File: config.mk
export PLATFORM = sky130hd
export DESIGN_NAME = text_console_ctrl
export DESIGN_NICKNAME = d
export VERILOG_FILES = /design/src/rtl/text_console_ctrl_pkg.sv /design/src/rtl/text_console_ctrl.sv
export SDC_FILE = /design/constraint.sdc
export NUM_CORES = 1
export LEC_CHECK = 0
export CAP_MARGIN = 15
export CORE_MARGIN = 8
export CORE_UTILIZATION = 30
export CTS_CLUSTER_DIAMETER = 80
export DETAILED_ROUTE_END_ITERATION = 8
export SLEW_MARGIN = 0
export SYNTH_ARGS = -nofsm -noshare
export SYNTH_HDL_FRONTEND = slang
export SYNTH_SLANG_ARGS = --single-unit
File: constraint.sdc
create_clock -name i_pix_clk -period 3.5 [get_ports i_pix_clk]
set_input_delay 0.7 -clock i_pix_clk [delete_from_list [all_inputs] [get_ports i_pix_clk]]
set_output_delay 0.7 -clock i_pix_clk [all_outputs]
set_load 0.01 [all_outputs]
File: src/rtl/text_console_ctrl_pkg.sv
// Shared constants, FSM state type and address helper for the text console controller.
package text_console_pkg;

    localparam int unsigned COLS    = 32;
    localparam int unsigned ROWS    = 16;
    localparam int unsigned COL_W   = 5;
    localparam int unsigned ROW_W   = 4;
    localparam int unsigned ADDR_W  = 9;
    localparam int unsigned CHAR_W  = 8;
    localparam int unsigned OFFS_W  = 16;

    localparam logic [CHAR_W-1:0] CHAR_LF = 8'h0A;
    localparam logic [CHAR_W-1:0] CHAR_CR = 8'h0D;
    localparam logic [CHAR_W-1:0] CHAR_BS = 8'h08;

    typedef enum logic [1:0] {
        IDLE,
        WRITE,
        CLEAR_ROW,
        CLEAR_ALL
    } state_e;

    // Text-buffer address of a logical cursor position, accounting for the scroll origin.
    function automatic logic [ADDR_W-1:0] text_addr(input logic [ROW_W-1:0] top_row,
                                                    input logic [ROW_W-1:0] cur_row,
                                                    input logic [COL_W-1:0] col);
        logic [ROW_W-1:0] phys_row;
        phys_row = top_row + cur_row;
        return {phys_row, col};
    endfunction

endpackage

File: src/rtl/text_console_ctrl.sv
// Text console controller: turns a character stream into text-buffer writes with scrolling and clears.
// Optional feature macro: TEXT_CONSOLE_BACKSPACE_EN (0x08 erases the previous cell instead of printing).
module text_console_ctrl
    import text_console_pkg::*;
#(
    parameter logic [7:0] FILL_CHAR = 8'h20
) (
    input  logic              i_pix_clk,
    input  logic              i_reset,
    input  logic [CHAR_W-1:0] i_char,
    input  logic              i_char_valid,
    output logic              o_char_ready,
    input  logic              i_clear,
    output logic              o_wr_en,
    output logic [ADDR_W-1:0] o_wr_addr,
    output logic [CHAR_W-1:0] o_wr_data,
    output logic [OFFS_W-1:0] o_offset_y,
    output logic              o_busy
);

    state_e            state_q, state_d;
    logic [COL_W-1:0]  col_q, col_d;
    logic [ROW_W-1:0]  row_q, row_d;
    logic [ROW_W-1:0]  top_q, top_d;
    logic              pend_q, pend_d;
    logic              scroll_q, scroll_d;
    logic [ADDR_W-1:0] cnt_q, cnt_d;
    logic              wr_en_q, wr_en_d;
    logic [ADDR_W-1:0] wr_addr_q, wr_addr_d;
    logic [CHAR_W-1:0] wr_data_q, wr_data_d;
    logic              accept_c;
    logic              is_bs_c;

    assign o_char_ready = (state_q == IDLE) && !pend_q && !i_clear;
    assign accept_c     = i_char_valid && o_char_ready;

`ifdef TEXT_CONSOLE_BACKSPACE_EN
    assign is_bs_c = (i_char == CHAR_BS);
`else
    assign is_bs_c = 1'b0;
`endif

    always_ff @(posedge i_pix_clk or posedge i_reset) begin
        if (i_reset) state_q <= IDLE;
        else         state_q <= state_d;
    end

    // Next state: clears take priority over characters; a pending clear starts from IDLE.
    always_comb begin
        state_d = state_q;
        case (state_q)
            IDLE: begin
                if (i_clear || pend_q) state_d = CLEAR_ALL;
                else if (accept_c)     state_d = WRITE;
            end
            WRITE:     state_d = scroll_q ? CLEAR_ROW : IDLE;
            CLEAR_ROW: if (cnt_q[COL_W-1:0] == COL_W'(COLS - 1)) state_d = IDLE;
            CLEAR_ALL: if (cnt_q == ADDR_W'(COLS * ROWS - 1)) state_d = IDLE;
            default:   state_d = IDLE;
        endcase
    end

    // Cursor/datapath update; write strobes are derived from the upcoming state so they align with it.
    always_comb begin
        logic adv;
        adv       = 1'b0;
        col_d     = col_q;
        row_d     = row_q;
        top_d     = top_q;
        pend_d    = pend_q;
        scroll_d  = scroll_q;
        cnt_d     = cnt_q;
        wr_en_d   = 1'b0;
        wr_addr_d = wr_addr_q;
        wr_data_d = wr_data_q;

        case (state_q)
            IDLE: begin
                if (state_d == CLEAR_ALL) begin
                    cnt_d     = '0;
                    wr_en_d   = 1'b1;
                    wr_addr_d = '0;
                    wr_data_d = FILL_CHAR;
                end else if (accept_c) begin
                    scroll_d = 1'b0;
                    if (i_char == CHAR_CR) begin
                        col_d = '0;
                    end else if (i_char == CHAR_LF) begin
                        col_d = '0;
                        adv   = 1'b1;
                    end else if (is_bs_c) begin
                        if (col_q != '0) begin
                            col_d     = col_q - 5'd1;
                            wr_en_d   = 1'b1;
                            wr_addr_d = text_addr(top_q, row_q, col_q - 5'd1);
                            wr_data_d = FILL_CHAR;
                        end else if (row_q != '0) begin
                            col_d     = COL_W'(COLS - 1);
                            row_d     = row_q - 4'd1;
                            wr_en_d   = 1'b1;
                            wr_addr_d = text_addr(top_q, row_q - 4'd1, COL_W'(COLS - 1));
                            wr_data_d = FILL_CHAR;
                        end
                    end else begin
                        wr_en_d   = 1'b1;
                        wr_addr_d = text_addr(top_q, row_q, col_q);
                        wr_data_d = i_char;
                        if (col_q == COL_W'(COLS - 1)) begin
                            col_d = '0;
                            adv   = 1'b1;
                        end else begin
                            col_d = col_q + 5'd1;
                        end
                    end

                    // At the bottom row the view scrolls and the newly exposed row gets wiped.
                    if (adv) begin
                        if (row_q != ROW_W'(ROWS - 1)) begin
                            row_d = row_q + 4'd1;
                        end else begin
                            top_d    = top_q + 4'd1;
                            scroll_d = 1'b1;
                        end
                    end
                end
            end
            WRITE: begin
                scroll_d = 1'b0;
                if (state_d == CLEAR_ROW) begin
                    cnt_d     = '0;
                    wr_en_d   = 1'b1;
                    wr_addr_d = text_addr(top_q, row_q, '0);
                    wr_data_d = FILL_CHAR;
                end
            end
            CLEAR_ROW: begin
                if (state_d == CLEAR_ROW) begin
                    cnt_d     = cnt_q + 9'd1;
                    wr_en_d   = 1'b1;
                    wr_addr_d = text_addr(top_q, row_q, cnt_d[COL_W-1:0]);
                    wr_data_d = FILL_CHAR;
                end
            end
            CLEAR_ALL: begin
                if (state_d == CLEAR_ALL) begin
                    cnt_d     = cnt_q + 9'd1;
                    wr_en_d   = 1'b1;
                    wr_addr_d = cnt_d;
                    wr_data_d = FILL_CHAR;
                end else begin
                    col_d  = '0;
                    row_d  = '0;
                    top_d  = '0;
                    pend_d = 1'b0;
                end
            end
            default: ;
        endcase

        if (i_clear && (state_q != IDLE)) pend_d = 1'b1;
    end

    always_ff @(posedge i_pix_clk or posedge i_reset) begin
        if (i_reset) begin
            col_q     <= '0;
            row_q     <= '0;
            top_q     <= '0;
            pend_q    <= 1'b0;
            scroll_q  <= 1'b0;
            cnt_q     <= '0;
            wr_en_q   <= 1'b0;
            wr_addr_q <= '0;
            wr_data_q <= '0;
        end else begin
            col_q     <= col_d;
            row_q     <= row_d;
            top_q     <= top_d;
            pend_q    <= pend_d;
            scroll_q  <= scroll_d;
            cnt_q     <= cnt_d;
            wr_en_q   <= wr_en_d;
            wr_addr_q <= wr_addr_d;
            wr_data_q <= wr_data_d;
        end
    end

    assign o_wr_en    = wr_en_q;
    assign o_wr_addr  = wr_addr_q;
    assign o_wr_data  = wr_data_q;
    assign o_offset_y = {9'b0, top_q, 3'b0};
    assign o_busy     = (state_q != IDLE);

endmodule

==> reports/qor.txt, run 1 <==
status: finished clean
Post-Route WL: 6930 um
RR Endpoint: cnt_q[4]
post-route design area: 0.00346 mm^2
initial core utilization: 30.9%
Final Non-Filler Cells: 464
post-synthesis compound-gate area fraction: 19.0%
RSZ-0062 raised after global routing: false
Setup WS pre-CTS: 0.271 ns
sequential element share of the synthesized area: 38.3%
fmax: 0.321 GHz
Cell Area, Placed: 0.00334 mm^2
postcts setup bufs: 0
Post-synth EDFFs: 0
Max Slew Vio Count: 0
clock buffer depth: 2
CTS tree: done
Die Y: 114 um
XOR/XNOR share of the synthesized area: 2.44%
DRC errors left: 0
global route overflow: 0
Core Util, Final: 37.2%
Hold Path Stages: 2
Final HPWL DP: 5250 um
NumNets Final: 362
WP data required: 3.68 ns
fin crit share: 88.9%
Buffers on Ports: 35
Post-CTS Resized: 0
gpl congestion: 0.859
hold buffers post-CTS: 0
Mapped Area: 0.00287 mm^2
pin count of the biggest net entering global routing: 26
htree depth: 2
Ys Warns: 0
worst clock skew: 0.00515 ns
Setup-failing EPs final: 0
HP Class: flip-flop to flip-flop
proportion of synthesized area in mux cells: 10.3%
DR pass1 iterations: 4
R2R cell count: 10
largest family of logic cells by synthesized area: compound AO/OA/AOI/OAI gates
Worst Hold End: o_wr_data[4]
Wirelength per Cell: 14.9 um
Routed Antenna Nets: 0
simple-gate area share of the yosys netlist: 15.6%
Power Density: 761 mW/mm^2
diodes inserted: 0
flop-to-flop setup slack: 0.39 ns
Leakage: 1.55 nW
Via density: 4.94
setup TNS: 0 ns
Top Ports: 48
Netlist cell types: 56
Setup Crit Path Kind: flip-flop to flip-flop
Slew HR: 48.3%
Post-Place Cells: 456
Die Wd: 114 um
via count of the routed design: 2290
Worst Path Max Fanout: 5
root buf cell: clkbuf_8
core footprint: 0.00928 mm^2
Worst IR Drop VDD: 312 uV
Setup WS post-layout: 0.389 ns
area delta synth->final: 20.3%
Final min period: 3.11 ns
initial antenna violation count: 0
vias in the first global route: 2285
Mean Syn Cell Area: 9.73 um^2
share of cells above drive strength 1: 11.0%
post-synthesis adder-cell area fraction: 7.23%
cell count after synthesis: 295
Post-synth ARST share: 100%
critical path arrival: 3.29 ns
num rows: 35
Die Area: 0.0130 mm^2
first-pass GRT wire length: 11600 um
#FFs+latches synth: 44
Slew @ Worst Pin: 0.767 ns
Post-synth top flop: dfrtp_1
worst reg2reg startpoint: cnt_q[0]
initial DRC count: 113
Fin. Hold Viols: 0
CTS Buf Count: 5
Worst-Skew Late Latency: 0.29 ns
Clock Sinks: 44
CP Launch Type: flip-flop
Critical Path Sink Type: flip-flop
hold path startpoint: o_wr_data[4]
GRT Util Overall: 11.0%
max_cap viols: 0
Worst-path clk slew: 0.09 ns
[per-stage QoR]
step                      power (mW)  hold WS, ns
after floorplan                 1.83        0.461
after global placement          2.23        0.506
after detailed placement        2.25        0.500
after CTS                       2.65        0.522
after global routing            2.83        0.541
final                           2.63        0.519
[cells in the mapped netlist (10+ instances only)]
cell | instances | area (um^2)
ha_1 | 15 | 188
nor2_1 | 11 | 41.3
inv_1 | 18 | 67.6
mux2i_1 | 10 | 100
a22o_1 | 10 | 87.6
nand2_1 | 28 | 105
dfrtp_1 | 44 | 1100
a21oi_1 | 11 | 55.1
mux2_4 | 10 | 150
o21ai_0 | 30 | 150
buf_4 | 12 | 90.1
[report_power, final]
group,internal [mW],switching (mW),total [mW]
combinational,0.653,0.840,1.49
clock,0.211,0.182,0.393
sequential,0.623,0.120,0.742
[how the worst max path moves through the flow]
stage | start | end | slack, ns | cells past startpoint
global placement | i_clear | o_wr_addr[8] | 0.33 | 7
global route | cnt_q[0] | cnt_q[8] | 0.14 | 11
floorplan | cnt_q[0] | o_wr_addr[0] | 0.70 | 11
finish | cnt_q[0] | cnt_q[4] | 0.39 | 10
CTS | cnt_q[0] | cnt_q[4] | 0.38 | 10
detailed placement | i_char[2] | o_wr_addr[8] | 0.27 | 7
[final cells by class]
type                    count  area [um^2]
fillers                   963         5830
multi-input cells         223         1610
flip-flops and latches     44         1100
well taps                 129          161
inverters                  18         67.6
repair buffers             42          403
clock buffers               5         68.8
clock inverters             3         42.5
[cells by family (layout without fill, tap and decap cells)]
logic type | after synthesis | count (layout)
muxes | 24 | 24
DFF | 44 | 44
and+or+nand+nor | 84 | 84
adders and majority gates | 16 | 16
buffers and inverters | 39 | 68
xor gates and xnor gates | 8 | 8
AOI/OAI and AO/OA | 79 | 79
other | 1 | 12
[critical path, cell delays in order, from the launching register on]
cell	delay, ns
dfrtp_1	0.43
ha_1	0.25
nand3_1	0.18
nor2_1	0.08
ha_1	0.18
nor2b_1	0.15
o21ai_0	0.14
a32o_1	0.30
a2111oi_2	0.63
or2_1	0.31
mux2_1	0.35
[cell usage in the layout, fill, tap and decap left out, types with 2 or more instances in the layout]
| cell | n |
|---|---|
| buf_4 | 7 |
| o21ai_0 | 30 |
| o41ai_1 | 2 |
| o31ai_1 | 2 |
| nor3b_1 | 2 |
| conb_1 | 12 |
| clkbuf_8 | 5 |
| a31oi_1 | 3 |
| inv_1 | 17 |
| nor3_1 | 4 |
| mux2i_1 | 10 |
| xor2_1 | 5 |
| nand3_1 | 7 |
| a211oi_1 | 3 |
| nor2b_1 | 5 |
| nand4_1 | 2 |
| a32o_1 | 3 |
| or2_2 | 3 |
| and3_1 | 5 |
| xnor2_1 | 3 |
| mux2_1 | 4 |
| a21oi_1 | 11 |
| a2111oi_2 | 2 |
| mux2_4 | 10 |
| dfrtp_1 | 44 |
| a22o_1 | 10 |
| nand2_1 | 28 |
| o22ai_1 | 2 |
| nor2_1 | 11 |
| clkdlybuf4s50_1 | 35 |
| and2_1 | 6 |
| ha_1 | 15 |
[state kept, by name, indices dropped and copies added, names as in the netlist]
| name | flops |
|---|---|
| top_q | 4 |
| state_q | 2 |
| o_wr_addr | 9 |
| row_q | 4 |
| scroll_q | 1 |
| o_wr_en | 1 |
| col_q | 5 |
| pend_q | 1 |
| cnt_q | 9 |
| o_wr_data | 8 |
[metal layers]
| layer | share of wire (%) | track usage, % |
|---|---|---|
| met3 | 6.3 | 2.69 |
| met5 | 0 | 0 |
| met2 | 45 | 17.2 |
| met4 | 0.75 | 2.75 |
| met1 | 48 | 14.9 |
(Power assumes the default switching activity.)
==> inputs of run 2 (changes only) <==
clock period = 3.9 ns   (was 3.5 ns; I/O delays follow)
==> reports/qor.txt, run 2 (same netlist as run 1, synthesis figures left out) <==
status: finished clean
CP startpoint: cnt_q[0]
initial antenna violation count: 0
largest stage delay on the critical path: 0.57 ns
vias in the first global route: 2279
max_cap viols: 0
CP max-delay cell: a2111oi_2
Slew HR: 50.2%
Setup-failing EPs final: 0
footprint of the multi-input gates: 0.00161 mm^2
commonest cells after routing, fill and taps aside: dfrtp_1, clkdlybuf4s50_1, o21ai_0
Final Non-Filler Cells: 461
cell family with most CP delay: compound AO/OA/AOI/OAI gates
sequential power share: 28.5%
Net Switching: 1.02 mW
setup TNS: 0 ns
CTS tree: done
Buffers on Ports: 35
first-pass GRT wire length: 11400 um
RR Endpoint: cnt_q[1]
htree depth: 2
DRC errors left: 0
postcts setup bufs: 0
via count of the routed design: 2318
Cell Chain, Critical Path: ha_1 -> nand3_1 -> nor2_1 -> ha_1 -> nor2b_1 -> o21ai_0 -> a32o_1 -> a2111oi_2 -> or2_1 -> mux2_1
hold buffers post-CTS: 0
Slew @ Worst Pin: 0.740 ns
Post-CTS Resized: 0
Die Wd: 114 um
Setup WS pre-CTS: 0.581 ns
Worst-Skew Late Latency: 0.30 ns
WP data required: 4.09 ns
num rows: 35
R2R cell count: 10
Clock Sinks: 44
worst clock skew: 0.00900 ns
diodes inserted: 0
fin crit share: 81.7%
Die Area: 0.0130 mm^2
P_int: 1.30 mW
Critical Path Most Common Cell: ha_1
Comb pwr share: 55.9%
clock buffer depth: 2
Leakage: 1.54 nW
HP Class: flip-flop to flip-flop
area delta synth->final: 19.7%
initial core utilization: 30.9%
pin count of the biggest net entering global routing: 27
Power Density: 675 mW/mm^2
Max Slew Vio Count: 0
Fin. Hold Viols: 0
global route overflow: 0
share of cells above drive strength 1: 10.2%
worst reg2reg startpoint: cnt_q[0]
fmax: 0.314 GHz
Worst Path Max Fanout: 9
hold path startpoint: o_wr_addr[6]
CP endpoint: cnt_q[1]
total power: 2.32 mW
Final HPWL DP: 5220 um
CP Launch Type: flip-flop
number of buffers and inverters on the critical path: 0
Clock power frac: 15.5%
Worst-path clk slew: 0.09 ns
critical path arrival: 3.38 ns
Die Y: 114 um
initial DRC count: 85
Routed Antenna Nets: 0
fillers: 970
root buf cell: clkbuf_8
Final min period: 3.19 ns
Sw Share: 43.9%
Top Ports: 48
Setup Crit Path Kind: flip-flop to flip-flop
Via density: 5.03
gpl congestion: 0.858
most common cell after layout, fill and taps aside: dfrtp_1
Post-Place Cells: 453
Setup WS post-layout: 0.714 ns
FF+latch area: 0.00110 mm^2
GRT Util Overall: 10.9%
Post-Route WL: 6840 um
Wirelength per Cell: 14.8 um
DR pass1 iterations: 4
WP depth: 10
flop-to-flop setup slack: 0.71 ns
CTS Buf Count: 5
RSZ-0062 raised after global routing: false
Core Util, Final: 37.0%
Worst IR Drop VDD: 233 uV
Critical Path Sink Type: flip-flop
NumNets Final: 359
core footprint: 0.00928 mm^2
-- run 2: changes by cell type in the layout (fill, tap and decap cells not counted) --
cell and delta:
buf_4 -3, clkinv_2 -1, inv_6 +1
-- run 2: power groups by stage --
stage / Combinational [mW] / Sequential (mW) / Clock (mW)
floorplan: 0.975 / 0.666 / 0
global placement: 1.29 / 0.667 / 0
detailed placement: 1.30 / 0.669 / 0
CTS: 1.30 / 0.662 / 0.375
global route: 1.43 / 0.679 / 0.395
finish: 1.30 / 0.662 / 0.360
-- run 2: per-stage QoR --
step / instance area [um^2] / hold WS (ns)
2_1_floorplan: 2910 / 0.461
3_3_place_gp: 3320 / 0.501
3_5_place_dp: 3320 / 0.497
4_1_cts: 3440 / 0.524
5_1_grt: 3440 / 0.535
6_report: 3440 / 0.516
-- run 2: routing by layer --
| layer | wire length, um | up-vias | track usage [%] |
|---|---|---|---|
| met3 | 352 | 7 | 2.69 |
| met5 | 0 | - | 0 |
| met4 | 65 | 0 | 3.19 |
| met1 | 3250 | 1148 | 14.2 |
| li1 | - | 1105 | - |
| met2 | 3170 | 58 | 17.4 |
-- run 2: final cells by class --
class / count / area share (%)
multi-input combinational: 223 / 46.9
sequential: 44 / 32.0
timing repair buffer: 39 / 11.1
tap: 129 / 4.70
clock buffer: 5 / 2.00
inverter: 18 / 1.97
clock inverter: 3 / 1.35
-- run 2: worst min path at each step --
| stage | depth (start not counted) | end |
|---|---|---|
| finish | 1 | o_wr_addr[6] |
| global route | 1 | o_wr_addr[0] |
| CTS | 1 | col_q[3] |
| detailed placement | 1 | o_wr_addr[0] |
| global placement | 1 | o_wr_addr[0] |
| floorplan | 1 | col_q[3] |
==> variant (config.mk and constraints of run 1) <==
`CHAR_W`: 8 -> 6.
--- a/src/rtl/text_console_ctrl_pkg.sv
+++ b/src/rtl/text_console_ctrl_pkg.sv
@@ -7,5 +7,5 @@
     localparam int unsigned ROW_W   = 4;
     localparam int unsigned ADDR_W  = 9;
-    localparam int unsigned CHAR_W  = 8;
+    localparam int unsigned CHAR_W  = 6;
     localparam int unsigned OFFS_W  = 16;
 
Ports: changed (resized i_char and o_wr_data); port bits go from 48 to 44. No check against the original RTL was run, so the function may have changed too.
==> variant against run 1 <==
- core utilization shrank 1.3 points
- sequential share of layout area grew 0.41 points
- clock power shrank 24%
- sequential cell count shrank 2
- combinational power is essentially flat
- wire length shrank 1.9%
- area after synthesis shrank 4.5%
- critical path depth grew 1
- first-iteration DRC count shrank 39%
- power shrank 4.7%
- cell area shrank 5.8%
- setup slack gained 170 ps
- global-route usage grew 0.33 points
- largest power group unchanged
==> variant: results (changes against run 1) <==
Routed WL per cell 15.70 µm (was 14.93 µm); R2R Setup Slk 560 ps (was 390 ps); crit-path max FO 9 (was 5); RR Startpoint cnt_q[0] (unchanged); routability cong. 0.8428 (was 0.8591); met1 Usage GRT 15.14% (was 14.87%); routing usage on met3 3.247% (was 2.694%); R2R depth 11 (was 10); library cells used by synthesis 59 (was 56); CP max stage cell dfrtp_1 (was a2111oi_2); FF-to-FF End o_wr_addr[7] (was cnt_q[4]); met2 Track Usage GR 17.74% (was 17.20%); pin count of the biggest net entering global routing 30 (was 26); DRT iter0 DRCs 69 (was 113); Seq/Total Area, Yosys 38.32% (was 38.34%); DR vias/cell 5.113 (was 4.935); total global routing track utilization 11.36% (was 11.03%); HPWL after DPL 5255 µm (was 5247 µm); Synth top cells by count dfrtp_1 (42), nand2_1 (31), o21ai_0 (25) (was dfrtp_1 (44), o21ai_0 (30), nand2_1 (28)); P_leak 0.001433 µW (was 0.001552 µW); CP max stage delay 400 ps (was 630 ps); synthesized flop and latch total 42 (was 44); port bufs 31 (was 35); first-pass GRT wire length 11760 µm (was 11610 µm); Nets 348 (was 362); Clock Skews 7.634 ps (was 5.153 ps); VDD IR max 304.0 µV (was 312.5 µV); synth top area cells dfrtp_1 (38%), ha_1 (6.8%), mux2_2 (4.9%) (was dfrtp_1 (38%), ha_1 (6.5%), mux2_4 (5.2%)); Clock Latency Late Sink 290 ps (about the same); critical path arrival 3110 ps (was 3290 ps); layout cell share with drive strength beyond 1 12.42% (was 11.04%); vias in the first global route 2288 (was 2285); Max-Slew Margin vs Limit 50.42% (was 48.34%); hold depth 1 (was 2); result of the run complete, no violations (unchanged)
variant: cell families (layout without fill, tap and decap cells):
| kind of cell | after synthesis | after routing | synth area share [%] |
|---|---|---|---|
| flops | 42 | 42 | 38.32 |
| mux | 22 | 22 | 8.805 |
| other cells | 1 | 12 | 0.1367 |
| simple gates | 85 | 85 | 15.74 |
| compound gates | 75 | 75 | 20.30 |
| xor+xnor | 8 | 8 | 2.555 |
| fa+ha+maj | 16 | 16 | 7.573 |
| buf+inv | 36 | 62 | 6.569 |
variant: final cells by class:
cell class	instances	area (µm²)
fillers	928	5808
multi-input cells	218	1553
flip-flops and latches	42	1051
repair buffers	35	360.3
well taps	111	138.9
inverters	20	75.07
clock buffers	5	68.82
clock inverters	2	10.01
variant: how the worst max path moves through the flow:
stage | start | end | slack (ps) | cells after the start
after floorplan | cnt_q[0] | cnt_q[1] | 970 | 12
after global placement | cnt_q[0] | cnt_q[0] | 590 | 12
after detailed placement | i_char[1] | o_wr_addr[7] | 560 | 7
after CTS | cnt_q[0] | o_wr_addr[7] | 560 | 11
after global routing | cnt_q[0] | cnt_q[0] | 330 | 12
final | cnt_q[0] | o_wr_addr[7] | 560 | 11
variant: power by group:
part,switching (µW),internal (µW)
Clock,165,134
Sequential,119,597
Combinational,887,605
variant: critical path: cells and delay by family (launching register included):
family | cells | cell delay (ps)
mux | 1 | 380
compound gates | 4 | 990
flops | 1 | 400
fa+ha+maj | 2 | 380
simple gates | 4 | 640
variant: metal layers:
metal	part of all wire (%)	routed length, µm
met4	0.62	42
met5	0	0
met3	5.4	367
met2	45	3038
met1	49	3349
variant: through the flow:
step | std cells | hold slack [ps] | cell area (µm²) | total power [µW] | setup WS, ps
after floorplan | 296 | 459.7 | 2784 | 1800 | 966.0
after CTS | 432 | 524.1 | 3229 | 2526 | 559.2
final | 433 | 514.8 | 3257 | 2506 | 563.9
after global routing | 433 | 549.4 | 3257 | 2709 | 330.5
after detailed placement | 425 | 492.7 | 3151 | 2212 | 562.5
after global placement | 425 | 498.0 | 3151 | 2195 | 590.0
